### src/rtl/control_sequencer_pkg.sv
// Shared types and codes for the multi-cycle control sequencer.
//   opcode_e : 4-bit opcode field values
//   state_e  : sequencer FSM states (HALT only with CONTROL_SEQUENCER_HALT_EN)
//   F_*      : ALU function select codes driven on f_CU
//   B_*      : ALU B-operand mux codes driven on B_sel_CU
//   ctl_t    : decoded control bundle produced by control_sequencer_decode
// Optional feature macro: CONTROL_SEQUENCER_HALT_EN (adds HALT state / halt bit).
package control_sequencer_pkg;

   typedef enum logic [3:0] {
      OPC_NOP  = 4'h0,
      OPC_LDI  = 4'h4,
      OPC_IO   = 4'h5,
      OPC_MOV  = 4'h6,
      OPC_INCA = 4'h8,
      OPC_INCB = 4'h9,
      OPC_ADD  = 4'hA,
      OPC_SUB  = 4'hB,
      OPC_AND  = 4'hC,
      OPC_OR   = 4'hD,
      OPC_JZ   = 4'hE,
      OPC_JMP  = 4'hF
   } opcode_e;

   typedef enum logic [1:0] {
      S_FETCH,
      S_DECODE,
      S_EXECUTE
`ifdef CONTROL_SEQUENCER_HALT_EN
      ,S_HALT
`endif
   } state_e;

   localparam logic [2:0] F_PASS = 3'b000;
   localparam logic [2:0] F_MOVB = 3'b001;
   localparam logic [2:0] F_INCA = 3'b010;
   localparam logic [2:0] F_INCB = 3'b011;
   localparam logic [2:0] F_ADD  = 3'b100;
   localparam logic [2:0] F_SUB  = 3'b101;
   localparam logic [2:0] F_AND  = 3'b110;
   localparam logic [2:0] F_OR   = 3'b111;

   localparam logic [1:0] B_REGB = 2'b00;
   localparam logic [1:0] B_IMM  = 2'b01;
   localparam logic [1:0] B_PORT = 2'b11;

   // Low-field sub-opcodes for the IO / MOV / NOP groups
   localparam int LOW_IN   = 0;
   localparam int LOW_OUT  = 1;
   localparam int LOW_MOVB = 0;
   localparam int LOW_HALT = 15;

   typedef struct packed {
      logic [2:0] f;
      logic [1:0] b_sel;
      logic       wr_a;
      logic       wr_b;
      logic       wr_o;
      logic       wr_cz;
      logic       wr_pc;
      logic       pc_sel;
      logic       illegal;
`ifdef CONTROL_SEQUENCER_HALT_EN
      logic       halt;
`endif
   } ctl_t;

endpackage

### src/rtl/control_sequencer_decode.sv
// Combinational instruction decoder: opcode + low field + zero flag -> ctl_t.
// Ports:
//   opc_i    : opcode field of the latched instruction
//   low_i    : immediate / sub-opcode field of the latched instruction
//   flag_z_i : registered ALU zero flag (used by JZ)
//   ctl_o    : control bundle, registered by the sequencer in DECODE
// Optional feature macro: CONTROL_SEQUENCER_HALT_EN (0000_1111 decodes as HALT).
module control_sequencer_decode
   import control_sequencer_pkg::*;
#(
   parameter int OPC_W = 4,
   parameter int IMM_W = 4
) (
   input  logic [OPC_W-1:0] opc_i,
   input  logic [IMM_W-1:0] low_i,
   input  logic             flag_z_i,
   output ctl_t             ctl_o
);

   always_comb begin
      ctl_o       = '0;
      ctl_o.wr_pc = 1'b1;
      case (opc_i)
         OPC_NOP: begin
`ifdef CONTROL_SEQUENCER_HALT_EN
            // HALT issues no strobes at all, not even the PC write
            if (low_i == IMM_W'(LOW_HALT)) begin
               ctl_o.wr_pc = 1'b0;
               ctl_o.halt  = 1'b1;
            end
`endif
         end
         OPC_LDI: begin
            ctl_o.b_sel = B_IMM;
            ctl_o.wr_a  = 1'b1;
            ctl_o.wr_cz = 1'b1;
         end
         OPC_IO: begin
            if (low_i == IMM_W'(LOW_IN)) begin
               ctl_o.b_sel = B_PORT;
               ctl_o.wr_a  = 1'b1;
               ctl_o.wr_cz = 1'b1;
            end else if (low_i == IMM_W'(LOW_OUT)) begin
               ctl_o.wr_o  = 1'b1;
               ctl_o.wr_cz = 1'b1;
            end else begin
               ctl_o.illegal = 1'b1;
            end
         end
         OPC_MOV: begin
            if (low_i == IMM_W'(LOW_MOVB)) begin
               ctl_o.f     = F_MOVB;
               ctl_o.wr_b  = 1'b1;
               ctl_o.wr_cz = 1'b1;
            end else begin
               ctl_o.illegal = 1'b1;
            end
         end
         OPC_INCA: begin
            ctl_o.f     = F_INCA;
            ctl_o.wr_a  = 1'b1;
            ctl_o.wr_cz = 1'b1;
         end
         OPC_INCB: begin
            ctl_o.f     = F_INCB;
            ctl_o.b_sel = B_REGB;
            ctl_o.wr_b  = 1'b1;
            ctl_o.wr_cz = 1'b1;
         end
         OPC_ADD: begin
            ctl_o.f     = F_ADD;
            ctl_o.wr_a  = 1'b1;
            ctl_o.wr_cz = 1'b1;
         end
         OPC_SUB: begin
            ctl_o.f     = F_SUB;
            ctl_o.wr_a  = 1'b1;
            ctl_o.wr_cz = 1'b1;
         end
         OPC_AND: begin
            ctl_o.f     = F_AND;
            ctl_o.wr_a  = 1'b1;
            ctl_o.wr_cz = 1'b1;
         end
         OPC_OR: begin
            ctl_o.f     = F_OR;
            ctl_o.wr_a  = 1'b1;
            ctl_o.wr_cz = 1'b1;
         end
         OPC_JZ: begin
            ctl_o.pc_sel = flag_z_i;
         end
         OPC_JMP: begin
            ctl_o.pc_sel = 1'b1;
         end
         default: begin
            // undefined opcodes still advance the PC so the program keeps running
            ctl_o.illegal = 1'b1;
         end
      endcase
   end

endmodule

### src/rtl/control_sequencer.sv
// Multi-cycle control sequencer for the 8-bit CPU.
// FETCH -> DECODE -> EXECUTE -> FETCH; all outputs registered.
// Ports:
//   in_clk, in_reset          : clock, synchronous active-high reset
//   instr_valid, instr_data   : program-memory response
//   flag_c, flag_z            : registered ALU flags (only Z is consumed, by JZ)
//   fetch_req                 : high throughout FETCH
//   f_CU, B_sel_CU, imm_CU    : ALU function, B-mux select, latched immediate
//   write_*_CU, write_pc_CU   : one-cycle strobes in EXECUTE
//   PC_sel_CU                 : 0 = PC+1, 1 = PC <= imm_CU
//   illegal_op                : one-cycle pulse in EXECUTE for undefined opcodes
//   halted                    : high in HALT (only with CONTROL_SEQUENCER_HALT_EN)
// Optional feature macro: CONTROL_SEQUENCER_HALT_EN.
//
// state   | meaning
// FETCH   | fetch_req high, wait for instr_valid, latch instruction
// DECODE  | register decoded controls (JZ samples flag_z here)
// EXECUTE | strobes high for this cycle only
// HALT    | parked until reset, fetch_req low (optional)
module control_sequencer
   import control_sequencer_pkg::*;
#(
   parameter int DATA_W = 8,
   parameter int OPC_W  = 4,
   localparam int IMM_W = DATA_W - OPC_W
) (
   input  logic              in_clk,
   input  logic              in_reset,
   input  logic              instr_valid,
   input  logic [DATA_W-1:0] instr_data,
   input  logic              flag_c,
   input  logic              flag_z,
   output logic              fetch_req,
   output logic [2:0]        f_CU,
   output logic [1:0]        B_sel_CU,
   output logic [IMM_W-1:0]  imm_CU,
   output logic              write_a_CU,
   output logic              write_b_CU,
   output logic              write_o_CU,
   output logic              write_cz_CU,
   output logic              PC_sel_CU,
   output logic              write_pc_CU,
   output logic              illegal_op
`ifdef CONTROL_SEQUENCER_HALT_EN
   ,output logic             halted
`endif
);

   state_e            state_q;
   logic [DATA_W-1:0] instr_q;
   logic              fetch_req_q;
   logic [2:0]        f_q;
   logic [1:0]        b_sel_q;
   logic [IMM_W-1:0]  imm_q;
   logic              wr_a_q, wr_b_q, wr_o_q, wr_cz_q, wr_pc_q;
   logic              pc_sel_q, illegal_q;
   ctl_t              ctl_d;
`ifdef CONTROL_SEQUENCER_HALT_EN
   logic              halt_q;
   logic              halted_q;
`endif

   // Carry is part of the datapath interface but no current opcode branches on it
   logic unused_flag_c;
   assign unused_flag_c = flag_c;

   control_sequencer_decode #(
      .OPC_W (OPC_W),
      .IMM_W (IMM_W)
   ) u_decode (
      .opc_i    (instr_q[DATA_W-1 -: OPC_W]),
      .low_i    (instr_q[IMM_W-1:0]),
      .flag_z_i (flag_z),
      .ctl_o    (ctl_d)
   );

   always_ff @(posedge in_clk) begin
      if (in_reset) begin
         state_q     <= S_FETCH;
         instr_q     <= '0;
         fetch_req_q <= 1'b0;
         f_q         <= F_PASS;
         b_sel_q     <= B_REGB;
         imm_q       <= '0;
         wr_a_q      <= 1'b0;
         wr_b_q      <= 1'b0;
         wr_o_q      <= 1'b0;
         wr_cz_q     <= 1'b0;
         wr_pc_q     <= 1'b0;
         pc_sel_q    <= 1'b0;
         illegal_q   <= 1'b0;
`ifdef CONTROL_SEQUENCER_HALT_EN
         halt_q      <= 1'b0;
         halted_q    <= 1'b0;
`endif
      end else begin
         // strobes drop after every cycle; only DECODE re-arms them
         wr_a_q    <= 1'b0;
         wr_b_q    <= 1'b0;
         wr_o_q    <= 1'b0;
         wr_cz_q   <= 1'b0;
         wr_pc_q   <= 1'b0;
         illegal_q <= 1'b0;
         unique case (state_q)
            S_FETCH: begin
               // first cycle after reset only raises fetch_req; the request
               // must be visible before a response is accepted
               fetch_req_q <= 1'b1;
               if (fetch_req_q && instr_valid) begin
                  instr_q     <= instr_data;
                  fetch_req_q <= 1'b0;
                  state_q     <= S_DECODE;
               end
            end
            S_DECODE: begin
               f_q       <= ctl_d.f;
               b_sel_q   <= ctl_d.b_sel;
               imm_q     <= instr_q[IMM_W-1:0];
               wr_a_q    <= ctl_d.wr_a;
               wr_b_q    <= ctl_d.wr_b;
               wr_o_q    <= ctl_d.wr_o;
               wr_cz_q   <= ctl_d.wr_cz;
               wr_pc_q   <= ctl_d.wr_pc;
               pc_sel_q  <= ctl_d.pc_sel;
               illegal_q <= ctl_d.illegal;
`ifdef CONTROL_SEQUENCER_HALT_EN
               halt_q    <= ctl_d.halt;
`endif
               state_q   <= S_EXECUTE;
            end
            S_EXECUTE: begin
`ifdef CONTROL_SEQUENCER_HALT_EN
               if (halt_q) begin
                  halted_q <= 1'b1;
                  state_q  <= S_HALT;
               end else begin
                  fetch_req_q <= 1'b1;
                  state_q     <= S_FETCH;
               end
`else
               // raise fetch_req together with the FETCH entry so a waiting
               // memory response is taken in the very first FETCH cycle
               fetch_req_q <= 1'b1;
               state_q     <= S_FETCH;
`endif
            end
`ifdef CONTROL_SEQUENCER_HALT_EN
            S_HALT: begin
               state_q <= S_HALT;
            end
`endif
            default: begin
               state_q <= S_FETCH;
            end
         endcase
      end
   end

   assign fetch_req   = fetch_req_q;
   assign f_CU        = f_q;
   assign B_sel_CU    = b_sel_q;
   assign imm_CU      = imm_q;
   assign write_a_CU  = wr_a_q;
   assign write_b_CU  = wr_b_q;
   assign write_o_CU  = wr_o_q;
   assign write_cz_CU = wr_cz_q;
   assign write_pc_CU = wr_pc_q;
   assign PC_sel_CU   = pc_sel_q;
   assign illegal_op  = illegal_q;
`ifdef CONTROL_SEQUENCER_HALT_EN
   assign halted      = halted_q;
`endif

endmodule
### config.mk
export PLATFORM = sky130hd
export DESIGN_NAME = control_sequencer
export DESIGN_NICKNAME = d
export VERILOG_FILES = /design/src/rtl/control_sequencer_pkg.sv /design/src/rtl/control_sequencer_decode.sv /design/src/rtl/control_sequencer.sv
export SDC_FILE = /design/constraint.sdc
export NUM_CORES = 1
export LEC_CHECK = 0
export ABC_AREA = 1
export BUFFER_PORTS_ARGS = -buffer_cell sky130_fd_sc_hd__buf_2
export CORE_UTILIZATION = 35
export CTS_BUF_LIST = sky130_fd_sc_hd__clkbuf_4
export CTS_CLUSTER_SIZE = 12
export DETAILED_ROUTE_END_ITERATION = 6
export PLACE_DENSITY_LB_ADDON = 0.12
export SLEW_MARGIN = 25
export SYNTH_ARGS = -nofsm -noshare
export SYNTH_HDL_FRONTEND = slang
export SYNTH_SLANG_ARGS = --single-unit
### constraint.sdc
create_clock -name in_clk -period 1 [get_ports in_clk]
set_input_delay 0.15 -clock in_clk [delete_from_list [all_inputs] [get_ports in_clk]]
set_output_delay 0.15 -clock in_clk [all_outputs]
set_load 0.005 [all_outputs]
# --- Word-level counts from Yosys, hierarchy flattened ---
# Cells that the tools add are included.
word_totals:
  ff_bits: 27
  inputBits: 13
  out_inout_bits: 17
  elab_cells: 61
op_classes:
  eq_ne: 15
  n_mux: 20
  bitwise: 2
  reduce_logical: 11
ops:
  columns: ["op", "count"]
  rows:
  - ["4-bit == test, second input constant", 8]
  - ["3-bit one-hot mux with 7 select lines", 1]
  - ["4-bit by 3-bit == test with 1-bit output, second input constant", 3]
  - ["10-bit OR reduction", 1]
  - ["4-bit logical NOT", 2]
  - ["1-bit 2-to-1 mux", 8]
  - ["1-bit one-hot mux with 2 select lines", 4]
  - ["2-bit one-hot mux with 2 select lines", 2]
  - ["7-bit OR reduction", 1]
  - ["1-bit one-hot mux with 3 select lines", 2]
  - ["6-bit OR reduction", 1]
  - ["4-bit by 1-bit == test with 1-bit output, second input constant", 1]
  - ["2-bit 2-to-1 mux", 2]
  - ["4-bit OR reduction", 1]
  - ["3-bit 2-to-1 mux", 1]
  - ["2-bit by 1-bit == test with 1-bit output, second input constant", 1]
  - ["2-bit == test, second input constant", 1]
  - ["2-bit logical NOT", 1]
  - ["2-bit != test, second input constant", 1]
  - ["1-bit NOT", 2]
  - ["2-bit AND reduction", 1]
  - ["2-bit nonzero test", 1]
  - ["2-bit OR reduction", 1]
  - ["1-bit logical AND", 1]

# --- Longest topological paths before layout ---
logic_depth:
  ltp_word: 4
  ltp_mapped: 7
  ltp_nobuf: 7

# --- Hierarchy ---
# Synthesis repeated with hierarchy kept, for this count alone.
hier_totals:
  cells_unflattened: 167
  area_unflattened_um2: 1199.9
modules_own_cells:
  columns: ["module", "n_inst", "cells_each", "area_each_um2", "seq_area_each_um2"]
  rows:
  - ["control_sequencer", 1, 112, 922.1, 540.5]
  - ["control_sequencer_decode", 1, 55, 277.8, 0.0]

# --- Least setup slack after synthesis ---
# OpenSTA, ideal clock, no wires.
synth_path:
  kind: "flip-flop to flip-flop"
  startpoint: "register instr_q[7]"
  endpoint: "register f_q[0] (netlist: f_CU[0])"
  setup_ns: 0.117
  arrival_time_ns: 0.835
  t_required_ns: 0.883
  path_slack_ns: 0.048
  path_stages_with_launch: 8
  n_path_buf: 0
  period_less_slack_ns: 0.952
  path_cell_list: "dfxtp_1 inv_2 nand2_2 nor2_2 nand2_1 nand3_1 nor2_1 nor2_1"
synth_between:
  elab_chain_len: 2
  elab_cells_between_ends: 8
  classes_between: "7 x eq/ne; 1 x mux"
synth_lines:
  columns: ["item", "line_no", "text"]
  rows:
  - ["start: declaration", "control_sequencer.sv:50", "logic [DATA_W-1:0] instr_q;"]
  - ["start signal: assignment", "control_sequencer.sv:110", "instr_q <= instr_data;"]
  - ["4-bit == test or 4-bit by 3-bit == test with 1-bit output (tied branches)", "control_sequencer_decode.sv:23", "case (opc_i)"]
  - ["3-bit one-hot mux with 7 select lines (*)", "control_sequencer_decode.sv:23", null]
  - ["end signal: assignment", "control_sequencer.sv:116", "f_q <= ctl_d.f;"]
  - ["end: declaration", "control_sequencer.sv:52", "logic [2:0] f_q;"]
# Every way passes the cells marked *; elsewhere a longest branch is shown, timed or not.
# A chain may end at the register's enable or synchronous reset.

# --- Worst setup path in the final report ---
layout_path:
  startpoint: "register instr_q[4]"
  endpoint: "register illegal_q (netlist: illegal_op)"
layout_between:
  elab_chain_len: 3
  elab_cells_between_ends: 14
  classes_between: "11 x eq/ne; 1 x mux; 2 x reduce/logical"
layout_lines:
  columns: ["item", "line_no", "text"]
  rows:
  - ["4-bit == test (tied with other cells)", "control_sequencer_decode.sv:23", null]
  - ["10-bit OR reduction (no line)", null, null]
  - ["1-bit one-hot mux with 3 select lines (*)", "control_sequencer_decode.sv:23", null]
  - ["end signal: assignment", "control_sequencer.sv:125", "illegal_q <= ctl_d.illegal;"]
  - ["end: declaration", "control_sequencer.sv:56", "logic pc_sel_q, illegal_q;"]
# Marked as above.

==> key figures <==
Synth
  – Largest cells by area after synthesis: dfxtp_1 (53%), nand2_1 (10%), nand3_1 (8.4%)
  – Synthesis Warnings: 0
  – Main flop type after synthesis: dfxtp_1
  – Synthesized cell area: 1010 um2
  – Most frequent cells after synthesis: nand2_1 (28), dfxtp_1 (27), nand3_1 (17), inv_1 (13)
  – Post-synth top area share: 53.4%
  – Synth cell types: 18
  – Most numerous cell in the Yosys netlist: nand2_1
  – Yosys reg bits: 27
  – Post-synth net total: 143
  – Post-synth EDFFs: 0
  – Sequential share of the synthesized area: 53.4%
  – Post-synthesis cell count: between 100 and 150
  – Async SR Flop Fraction: 0%
  – Area leader, netlist: dfxtp_1
  – Syn Area/Cell: 7.79 um2

Timing
  – TNS Setup: 0 ns
  – Final hold violations: 0
  – Worst Tran Pin Value: approximately 0.21 ns
  – Final period utilization: 99.2%
  – RSZ-0062 raised after global routing: yes
  – Rel. slew slack: 85.9%
  – Clk_skew: 0.0126 ns
  – Fmax: 1010 MHz
  – Setup-failing EPs final: 0
  – Minimum clock period: slightly below 1 ns
  – Count of pins over their slew limit: 0

Die
  – I/O pin total: 30
  – Die width: 55.8 um
  – DIE HEIGHT: between 50 and 60 um
  – Core ar.: 2760 um2
  – Initial Utilization: 36.7%
  – Die ar.: slightly above 3000 um2
  – Rows: 19

Place
  – PortBufs: 28
  – Gp weighted congestion: between 0.8 and 0.9
  – DP Wirelength: 1670 um

Finish
  – Area Overhead vs Synth: 51.8%
  – Final #Nets: about 200
  – N_diodes: 0
  – Share of layout cells above drive strength 1: a little over half

Hold path
  – Worst hold path endpoint: instr_q[3]
  – Hold Path Origin: instr_data[3]
  – Hold WC Path Type: in -> reg
  – Worst hold stages: 3

Clock network
  – Htree depth: 1
  – CTS tree: yes
  – Sink Count: 27
  – Reg clk slew, reported paths: 0.15 ns
  – CTS Buffer Depth: 2
  – CTS Hold Bufs: 0
  – Clk_lat worst skew: 0.32 ns
  – CTS root buf: clkbuf_4
  – Num CTS Buffers: 3

Drt
  – TritonRoute pass-1 iters: 4
  – Drt wl/cell: 11.1 um
  – Via/cell ratio: 4.72
  – Routed WL: around 2400 um
  – DRT iter0 DRCs: 21
  – Via Count: 1001
  – DRT antenna net count: 0
  – Remaining DRCs: 0

Setup path
  – Crit path max-delay cell type: dfxtp_4
  – Worst Path Max Fanout: 4
  – Crit path cell chain: inv_2 -> buf_4 -> a21oi_1 -> nand2_1 -> a21oi_1
  – Worst-case reg-to-reg path depth: 5
  – Crit path capture type: flip-flop
  – Setup Crit Path Kind: reg -> reg
  – Critical path arrival: 1.25 ns
  – Startpoint types: flip-flop
  – Reg2reg start: instr_q[4]
  – Reg2reg end: illegal_op
  – R2R setup slack: between 0.008 and 0.009 ns
  – Crit path top cell by count: a21oi_1
  – Crit path required time: 1.26 ns
  – Max stage delay on crit path: 0.42 ns

Global route
  – Largest net degree at the start of global routing: 15
  – GR Overflow Total: 0
  – Initial antenna violation count: 0
  – Number of global-route vias before repair: 891
  – Global Route Usage Sum: approximately 15%
  – First-pass GRT wire length: 3760 um

Pwr
  – Cell Pwr Density: 1230 nW/um2
  – Power Total: about 1900 uW
  – Pleak: 0.000741 uW
  – Peak supply drop: ~770 uV

Job
  – Number of max-cap violations: 0

Outcome
  – Status: finished, final reports clean
## critical path, delay by kind of cell, from the launching register on
| kind | cells | cell delay [ns] |
|---|---|---|
| buffers and inverters | 2 | 0.18 |
| AND/OR/NAND/NOR | 1 | 0.07 |
| flip-flops | 1 | 0.42 |
| AO/OA/AOI/OAI | 2 | 0.26 |
## routing by layer
layer	share of wire [%]	vias up	track usage, %	wire (um)
met4	0.72	0	6.07	17
met1	47	455	20.7	1100
met2	49	20	24.1	1160
met3	3.3	2	2.56	78
li1	-	524	-	-
met5	0	-	0	0
## layout by cell type (no fill, tap or decap), drive strengths merged
cell type,instances
a21oi,3
inv,15
nor2,14
nand4,1
nor3,1
nand2,30
dfxtp,27
o21ai,17
clkinv,1
nand3,17
clkbuf,4
o31ai,1
o211ai,1
buf,49
## where the power goes
| group | total (uW) | switching [uW] | internal [uW] |
|---|---|---|---|
| registers | 1140 | 30.5 | 1100 |
| clock network | 497 | 315 | 183 |
| logic | 265 | 142 | 123 |
| total | 1900 | 487 | 1410 |
## per-stage QoR
step                std cells  worst slack, ns  hold slack (ns)  utilization [%]  cell area, um2
finish                    212          0.00819           0.0206             55.7            1540
CTS                       210          -0.0238           0.0114             50.2            1380
global placement          205          -0.0819            0.347             47.5            1310
floorplan                 130           0.0476            0.263                -            1010
detailed placement        205          -0.0950            0.357             47.5            1310
global route              212          -0.0862           0.0198             55.7            1540
## cell type report
cell class | instances | area (um2)
Sequential cell | 27 | 559
Inverter | 16 | 73.8
Fill cell | 263 | 1220
Multi-Input combinational cell | 85 | 526
Timing Repair Buffer | 49 | 309
Tap cell | 31 | 38.8
Clock buffer | 4 | 30.0
## registers in the layout (all words and copies together), names as in the netlist
| name | count |
|---|---|
| write_pc_CU | 1 |
| B_sel_CU | 2 |
| illegal_op | 1 |
| PC_sel_CU | 1 |
| imm_CU | 4 |
| write_cz_CU | 1 |
| fetch_req | 1 |
| f_CU | 3 |
| write_a_CU | 1 |
| write_o_CU | 1 |
| state_q | 2 |
| write_b_CU | 1 |
| instr_q | 8 |
## cells by family (layout without fill, tap and decap cells)
logic type	count (synthesis)	after routing	share of synthesized area, %
buf+inv	18	69	7.66
flops	27	27	53.4
simple gates	63	63	27.6
compound gates	22	22	11.4
## repair_timing
item                                    CTS  global route
endpoints found under the setup margin   23            25
setup buffers                             1             2
resized for setup                        18            44
pin swaps                                 2            12
## how the worst max path moves through the flow
stage               start     endpoint  slack (ns)  cells after the start
6_report       instr_q[4]   illegal_op       0.008                      5
5_1_grt        state_q[1]   instr_q[3]       -0.09                      5
2_1_floorplan  instr_q[7]      f_CU[0]        0.05                      7
3_5_place_dp   instr_q[6]      f_CU[0]        -0.1                      7
4_1_cts        instr_q[5]  write_cz_CU       -0.02                      6
3_3_place_gp   instr_q[6]      f_CU[0]       -0.08                      7
Note: power is estimated with default switching activity, not from simulation.
